$ cat src/rtl/fifo_uart_tx_if.sv
// Signal bundle between the byte FIFO, the UART transmitter and whoever watches the line.
// master = transmitter side (pops the FIFO, drives the line); slave = FIFO/host side.
interface fifo_uart_tx_if;
  logic       tx_en;
  logic       buf_empty;
  logic [7:0] buf_out;
  logic       rd_en;
  logic       tx;
  logic       tx_busy;
  logic       tx_done;
  logic [7:0] tx_count;

  modport master (
    input  tx_en, buf_empty, buf_out,
    output rd_en, tx, tx_busy, tx_done, tx_count
  );

  modport slave (
    output tx_en, buf_empty, buf_out,
    input  rd_en, tx, tx_busy, tx_done, tx_count
  );
endinterface

$ cat src/rtl/fifo_uart_tx.sv
// fifo_uart_tx: pops bytes from a FIFO and sends them as 8N1/8N2 UART frames, LSB first.
// Define FIFO_UART_TX_PARITY_EN to insert an even-parity bit between the data and stop bits.
module fifo_uart_tx #(
  parameter int CLKS_PER_BIT = 16,
  parameter int STOP_BITS    = 1
) (
  input  logic           clk,
  input  logic           rst,
  fifo_uart_tx_if.master bus
);
  // Wide enough for two stop bits at the largest legal CLKS_PER_BIT.
  localparam int               CNT_W     = 17;
  localparam logic [CNT_W-1:0] CNT_ONE   = CNT_W'(1);
  localparam logic [CNT_W-1:0] BIT_LAST  = CNT_W'(CLKS_PER_BIT - 1);
  localparam logic [CNT_W-1:0] STOP_LAST = CNT_W'(STOP_BITS * CLKS_PER_BIT - 1);

  typedef enum logic [2:0] {
    IDLE,
    FETCH,
    LOAD,
    START,
    DATA,
`ifdef FIFO_UART_TX_PARITY_EN
    PARITY,
`endif
    STOP
  } state_t;

  state_t           state_reg, state_next;
  logic [CNT_W-1:0] baud_reg, baud_next;
  logic [2:0]       bit_idx_reg, bit_idx_next;
  logic [7:0]       shift_reg, shift_next;
  logic             tx_reg, tx_next;
  logic [7:0]       count_reg, count_next;
  logic             rd_en_c;
  logic             done_c;
  logic             bit_end;
  logic             stop_end;
`ifdef FIFO_UART_TX_PARITY_EN
  logic             parity_reg, parity_next;
`endif

  always_comb begin
    state_next   = state_reg;
    baud_next    = baud_reg;
    bit_idx_next = bit_idx_reg;
    shift_next   = shift_reg;
    count_next   = count_reg;
    rd_en_c      = 1'b0;
    done_c       = 1'b0;
    bit_end      = (baud_reg == BIT_LAST);
    stop_end     = (baud_reg == STOP_LAST);
`ifdef FIFO_UART_TX_PARITY_EN
    parity_next  = parity_reg;
`endif

    case (state_reg)
      IDLE: begin
        if (bus.tx_en && !bus.buf_empty) state_next = FETCH;
      end
      FETCH: begin
        rd_en_c    = 1'b1;
        state_next = LOAD;
      end
      LOAD: begin
        // FIFO read data is valid in the cycle after the pop.
        shift_next   = bus.buf_out;
        baud_next    = '0;
        bit_idx_next = '0;
`ifdef FIFO_UART_TX_PARITY_EN
        parity_next  = ^bus.buf_out;
`endif
        state_next   = START;
      end
      START: begin
        if (bit_end) begin
          baud_next  = '0;
          state_next = DATA;
        end else begin
          baud_next = baud_reg + CNT_ONE;
        end
      end
      DATA: begin
        if (bit_end) begin
          baud_next    = '0;
          shift_next   = {1'b0, shift_reg[7:1]};
          bit_idx_next = bit_idx_reg + 3'd1;
          if (bit_idx_reg == 3'd7) begin
`ifdef FIFO_UART_TX_PARITY_EN
            state_next = PARITY;
`else
            state_next = STOP;
`endif
          end
        end else begin
          baud_next = baud_reg + CNT_ONE;
        end
      end
`ifdef FIFO_UART_TX_PARITY_EN
      PARITY: begin
        if (bit_end) begin
          baud_next  = '0;
          state_next = STOP;
        end else begin
          baud_next = baud_reg + CNT_ONE;
        end
      end
`endif
      STOP: begin
        if (stop_end) begin
          baud_next  = '0;
          done_c     = 1'b1;
          count_next = count_reg + 8'd1;
          state_next = (bus.tx_en && !bus.buf_empty) ? FETCH : IDLE;
        end else begin
          baud_next = baud_reg + CNT_ONE;
        end
      end
      default: state_next = IDLE;
    endcase

    // Line level is registered from the next state so tx lines up with state_reg.
    case (state_next)
      START:   tx_next = 1'b0;
      DATA:    tx_next = shift_next[0];
`ifdef FIFO_UART_TX_PARITY_EN
      PARITY:  tx_next = parity_next;
`endif
      default: tx_next = 1'b1;
    endcase
  end

  always_ff @(posedge clk) begin
    if (rst) begin
      state_reg   <= IDLE;
      baud_reg    <= '0;
      bit_idx_reg <= '0;
      shift_reg   <= '0;
      tx_reg      <= 1'b1;
      count_reg   <= '0;
`ifdef FIFO_UART_TX_PARITY_EN
      parity_reg  <= 1'b0;
`endif
    end else begin
      state_reg   <= state_next;
      baud_reg    <= baud_next;
      bit_idx_reg <= bit_idx_next;
      shift_reg   <= shift_next;
      tx_reg      <= tx_next;
      count_reg   <= count_next;
`ifdef FIFO_UART_TX_PARITY_EN
      parity_reg  <= parity_next;
`endif
    end
  end

  assign bus.rd_en    = rd_en_c;
  assign bus.tx       = tx_reg;
  assign bus.tx_busy  = (state_reg != IDLE);
  assign bus.tx_done  = done_c;
  assign bus.tx_count = count_reg;
endmodule
$ cat src/flat_wrapper.sv
// flat-port wrapper written by rule: the top's interface ports become plain ports
module fifo_uart_tx_flat 
#(
  parameter int CLKS_PER_BIT = 16,
  parameter int STOP_BITS    = 1
)
  (clk, rst, bus_tx_en, bus_buf_empty, bus_buf_out, bus_rd_en, bus_tx, bus_tx_busy, bus_tx_done, bus_tx_count);
  fifo_uart_tx_if bus_i ();
  input  logic clk;
  input  logic rst;
  input wire logic [$bits(bus_i.tx_en)-1:0] bus_tx_en;
  input wire logic [$bits(bus_i.buf_empty)-1:0] bus_buf_empty;
  input wire logic [$bits(bus_i.buf_out)-1:0] bus_buf_out;
  output wire logic [$bits(bus_i.rd_en)-1:0] bus_rd_en;
  output wire logic [$bits(bus_i.tx)-1:0] bus_tx;
  output wire logic [$bits(bus_i.tx_busy)-1:0] bus_tx_busy;
  output wire logic [$bits(bus_i.tx_done)-1:0] bus_tx_done;
  output wire logic [$bits(bus_i.tx_count)-1:0] bus_tx_count;
  assign bus_i.tx_en = bus_tx_en;
  assign bus_i.buf_empty = bus_buf_empty;
  assign bus_i.buf_out = bus_buf_out;
  assign bus_rd_en = bus_i.rd_en;
  assign bus_tx = bus_i.tx;
  assign bus_tx_busy = bus_i.tx_busy;
  assign bus_tx_done = bus_i.tx_done;
  assign bus_tx_count = bus_i.tx_count;
  fifo_uart_tx #(.CLKS_PER_BIT(CLKS_PER_BIT), .STOP_BITS(STOP_BITS)) u_core (.clk(clk), .rst(rst), .bus(bus_i));
endmodule
$ cat config.mk
export PLATFORM = sky130hd
export DESIGN_NAME = fifo_uart_tx_flat
export DESIGN_NICKNAME = d
export VERILOG_FILES = /design/src/rtl/fifo_uart_tx_if.sv /design/src/rtl/fifo_uart_tx.sv /design/src/flat_wrapper.sv
export SDC_FILE = /design/constraint.sdc
export NUM_CORES = 1
export LEC_CHECK = 0
export CAP_MARGIN = 20
export CELL_PAD_IN_SITES_DETAIL_PLACEMENT = 2
export CELL_PAD_IN_SITES_GLOBAL_PLACEMENT = 2
export CORE_MARGIN = 4
export CORE_UTILIZATION = 35
export DETAILED_ROUTE_END_ITERATION = 12
export PLACE_DENSITY = 0.84
export SETUP_SLACK_MARGIN = 0.15
export SLEW_MARGIN = 0
export SYNTH_ARGS = -nofsm -noshare
export SYNTH_HDL_FRONTEND = slang
export SYNTH_SLANG_ARGS = --single-unit
$ cat constraint.sdc
create_clock -name clk -period 3.1 [get_ports clk]
set_input_delay 0.31 -clock clk [delete_from_list [all_inputs] [get_ports clk]]
set_output_delay 0.31 -clock clk [all_outputs]
set_load 0.005 [all_outputs]
### Word level (Yosys, flattened, before mapping)

Cells that the tools add are included.

| cells by class | value |
|---|---|
| eq/ne operators | 10 |
| multiplexer cells | 17 |
| reductions and logical operators | 9 |
| add/sub/neg operators | 3 |

Operators with widths:

| cell | count |
|---|---|
| $pmux 17 s2 | 1 |
| $mux 3 | 6 |
| $pmux 3 s6 | 1 |
| $add 17x1->17 const B | 1 |
| $eq 17x4->1 const B | 1 |
| $mux 17 | 1 |
| $pmux 8 s2 | 1 |
| $eq 3x3->1 const B | 4 |
| $eq 3x2->1 const B | 3 |
| $add 8x1->8 const B | 1 |
| $mux 8 | 1 |
| $pmux 3 s2 | 1 |
| $mux 1 | 4 |
| $reduce_and 2->1 | 2 |
| $reduce_bool 2->1 | 2 |
| $add 3x1->3 const B | 1 |
| $eq 3x1->1 const B | 1 |
| $logic_not 3->1 | 1 |
| $reduce_bool 3->1 | 1 |
| $reduce_or 3->1 | 1 |
| $ne 2x1->1 const B | 1 |
| $pmux 1 s2 | 1 |
| $logic_and 1x1->1 | 1 |
| $logic_not 1->1 | 1 |

| storage, ports and cells | value |
|---|---|
| bits in registers | 40 |
| word-level logic and storage cells | 46 |
| input bits | 12 |

### Longest topological paths before layout

| depth | value |
|---|---|
| depth after elaboration | 7 |
| gate-level depth with buffers | 9 |
| gate-level depth less buffers | 7 |

### Worst setup path before layout

Ideal clock, no wire load.

| timing path | value |
|---|---|
| path type | register to register |
| from | reg u_core.baud_reg[0] |
| to | reg u_core.tx_reg (netlist: u_core.bus.tx) |
| library setup time | 121 ps |
| period minus slack after synthesis | 2071 ps |
| arrival time | 1951 ps |
| path buffers | 0 |
| data required time | 2979 ps |
| stages on the path, launching flop included | 8 |
| path slack | 1029 ps |
| cells stage by stage | dfxtp_1 -> ha_1 -> and3_1 -> nand3_4 -> or4_4 -> a21oi_2 -> nand3b_1 -> mux2_2 |

| on the way | value |
|---|---|
| word-level cells in the longest chain between the ends | 5 |
| elaborated cells between the ends (all ways) | 10 |

Ends and longest elaborated chain:

| what | line | text |
|---|---|---|
| start: declaration | fifo_uart_tx.sv:30 | `logic [CNT_W-1:0] baud_reg, baud_next;` |
| start signal: assignment | fifo_uart_tx.sv:146 | `baud_reg <= baud_next;` |
| $eq 17x4->1 * | fifo_uart_tx.sv:51, fifo_uart_tx.sv:52 |  |
| $mux 3, on equally long branches | fifo_uart_tx.sv:110, fifo_uart_tx.sv:84, fifo_uart_tx.sv:76 |  |
| $pmux 3 s6 | fifo_uart_tx.sv:57 | `case (state_reg)` |
| $eq 3x3->1 / $eq 3x2->1 (equally long branches) | fifo_uart_tx.sv:123 | `case (state_next)` |
| $pmux 1 s2 * | fifo_uart_tx.sv:123 |  |
| end signal: assignment | fifo_uart_tx.sv:149 | `tx_reg <= tx_next;` |
| end: declaration | fifo_uart_tx.sv:33 | `logic tx_reg, tx_next;` |

Mark *: on every way between the ends. The rest lies on a longest branch, timed or not. The select of a mux whose other input is x is not followed.
A chain may end at the register's enable or synchronous reset.

### Final worst setup path

| timing path | value |
|---|---|
| from | reg u_core.baud_reg[0] |
| to | out bus_tx_done |

| on the way | value |
|---|---|
| word-level cells in the longest chain between the ends | 3 |

Ends and longest elaborated chain:

| what | line | text |
|---|---|---|
| $eq 17x4->1 | fifo_uart_tx.sv:52 | `stop_end = (baud_reg == STOP_LAST);` |
| $mux 1 | fifo_uart_tx.sv:110 | `if (stop_end) begin` |
| $mux 1 | fifo_uart_tx.sv:57 |  |
| end: declaration | flat_wrapper.sv:17 | `output wire logic [$bits(bus_i.tx_done)-1:0] bus_tx_done;` |

Every way passes these cells.

==> out/metrics.yaml <==
worst_setup_path:
  rr_worst_depth: 7
  r2r_slack_ns: 0.73
  cp-start-kind: "flip-flop"
  critical_path_class: "flip-flop to output pin"
  arrival_ns: 2.23
  cp.required_ns: 2.79
  reg2reg_from: "u_core.baud_reg[0]"
  timing.rr.end: "u_core.bus.tx"
  path_max_fanout: 9
  setup.worst_path.end_class: "output pin"
timing:
  max_freq_ghz: 0.393
  min_period_over_period_pct: 82.0
  slew_violations: 0
  fin_setup_tns_ns: 0
  hold_viol: 0
  slew_headroom_pct: 47.3
  worstMarginPinSlew_ns: 0.790
  rsz0062_at_grt: "false"
  finClkSkew_ns: 0.00502
  fin_crit_ns: 2.54
  setup_viol: 0
final_layout:
  final_cell_mix: "dfxtp_1 (40), nor2_1 (34), nand2_1 (25)"
  multi_input_comb_area_um2: 1120
  final_common_cell: "dfxtp_1"
  regArea_um2: 801
  final_util_pct: 43.3
  fin_nets: 277
  antenna_cells: 0
  drive_gt1_share_pct: 6.87
  largest_reg_flops: 17
  fill_cells: 625
  synthToLayoutAreaGrowth_pct: 19.9
hold_path:
  min_from: "u_core.shift_reg[5]"
  min-delay-path-class: "flip-flop to flip-flop"
  whs_path_depth: 2
  min_to: "u_core.shift_reg[5]"
die:
  core_area_um2: 5510
  start_util_pct: 36.1
  io_pins: 24
  die_x_um: 83.4
  rows: 27
  die_h_um: 83.4
  die-area_um2: 6950
drt:
  viasPerCell: 5.69
  drt_iter0_drc: 106
  wl_um: 5930
  routedWlPerCell_um: 17.7
  vias: 1902
  dr.pass1.iters: 4
  route.detailed.drc: 0
  ant_nets: 0
cts:
  clk-insertion-delay-late_ns: 0.29
  cts_resized: 0
  cts_setup_buffers: 0
  cts_buffers: 5
  cts.hold.buffers_added: 0
  clock_sinks: 40
  cts-htree-levels: 2
  cts_buffer_depth: 2
  cts.clk_slew.worst_paths_ns: 0.07
  cts_root_buffer: "clkbuf_8"
  cts_tree: "done"
yosys:
  synth_cells: 238
  synth_ff_type: "dfxtp_1"
  synth_edf_count: 0
  synth-async-reset-ratio_pct: 0
  syn_area_um2: 1990
  syn-num-nets: 254
  synth_sequential_area_ratio_pct: 40.3
  syn_area_per_cell_um2: 8.35
  synth_seq_cells: 40
  yosysWarnings: 0
  yosysUniqueCellTypes: 42
global_route:
  met1_usage_pct: 22.9
  grt_usage_pct: 18.5
  grt_pass1_wl_um: 10600
  grt_use_met2_pct: 32.9
  grt_pass1_vias: 2075
  grt_max_degree: 23
  antenna_found_initial: 0
  busiest_layer: "met2"
  grt_use_met3_pct: 3.67
  grt.overflow.total: 0
place:
  gp_congestion: 0.739
  port_buffers: 23
  post-dp-hpwl_um: 4160
status:
  run_status: "complete, no violations"
pwr:
  vdd_drop_max_mv: 0.230
  leakagePower_uw: 0.000796
  p_per_area_nw_per_um2: 423
job:
  drv_cap: 0
## synth_stat cells (6+ instances only)
| master | instances | area (um2) |
|---|---|---|
| a21oi_1 | 12 | 60.1 |
| a22oi_1 | 8 | 60.1 |
| a311oi_1 | 11 | 96.3 |
| clkbuf_1 | 8 | 30.0 |
| dfxtp_1 | 40 | 801 |
| nand2_1 | 25 | 93.8 |
| nand3_1 | 7 | 35.0 |
| nand4_1 | 8 | 50.1 |
| nor2_1 | 34 | 128 |
| nor3_1 | 8 | 40.0 |
| o21ai_0 | 16 | 80.1 |
| xor2_1 | 6 | 52.6 |
## metrics by stage
step / power, uW / area (um2) / setup WS [ns] / std cells / hold slack [ns]
6_report: 1010 / 2380 / 0.557 / 334 / 0.466
3_3_place_gp: 658 / 2290 / 0.840 / 326 / 0.443
4_1_cts: 1020 / 2380 / 0.524 / 334 / 0.477
2_1_floorplan: 610 / 1990 / 1.03 / 238 / 0.426
5_1_grt: 1060 / 2380 / 0.289 / 334 / 0.511
3_5_place_dp: 662 / 2290 / 0.733 / 326 / 0.459
## how the worst max path moves through the flow
stage                       startpoint             to  depth (start not counted)
floorplan           u_core.baud_reg[0]  u_core.bus.tx                          7
global placement    u_core.baud_reg[0]  u_core.bus.tx                          7
detailed placement  u_core.baud_reg[0]  u_core.bus.tx                          7
CTS                 u_core.baud_reg[0]    bus_tx_done                          5
global route        u_core.baud_reg[6]    bus_tx_done                          4
finish              u_core.baud_reg[0]    bus_tx_done                          5
## cell families (layout without fill, tap and decap cells)
| kind of cell | Yosys count | in the layout | share of synthesized area (%) |
|---|---|---|---|
| DFF | 40 | 40 | 40.3 |
| muxes | 2 | 2 | 1.07 |
| adders and majority gates | 4 | 4 | 2.52 |
| and+or+nand+nor | 104 | 104 | 27.6 |
| xor gates and xnor gates | 7 | 7 | 3.08 |
| AOI/OAI and AO/OA | 65 | 65 | 22.3 |
| buffers and inverters | 16 | 40 | 3.15 |
## report_power, final
part | switching (uW) | internal [uW] | leakage (uW)
clock network | 177 | 182 | 0.0000455
registers | 12.7 | 525 | 0.000323
logic | 64.8 | 46.7 | 0.000427
total | 255 | 754 | 0.000796
## worst max-delay path, stage by stage (launching register included)
cell and delay [ns]:
dfxtp_1 0.42, ha_1 0.25, and3_1 0.29, nand3_4 0.15, nor4_1 0.29, clkdlybuf4s50_1 0.56
## metal layers
metal,up-vias,part of all wire (%)
met5,-,0
li1,918,-
met3,7,2.4
met2,25,51
met1,952,45
met4,0,1.0
## final cells by class
class | count | share of cell area (%)
multi-input cells | 182 | 47.2
flip-flops and latches | 40 | 33.6
repair buffers | 27 | 10.9
clock buffers | 8 | 3.78
well taps | 72 | 3.78
inverters | 5 | 0.787
(Power assumes the default switching activity.)
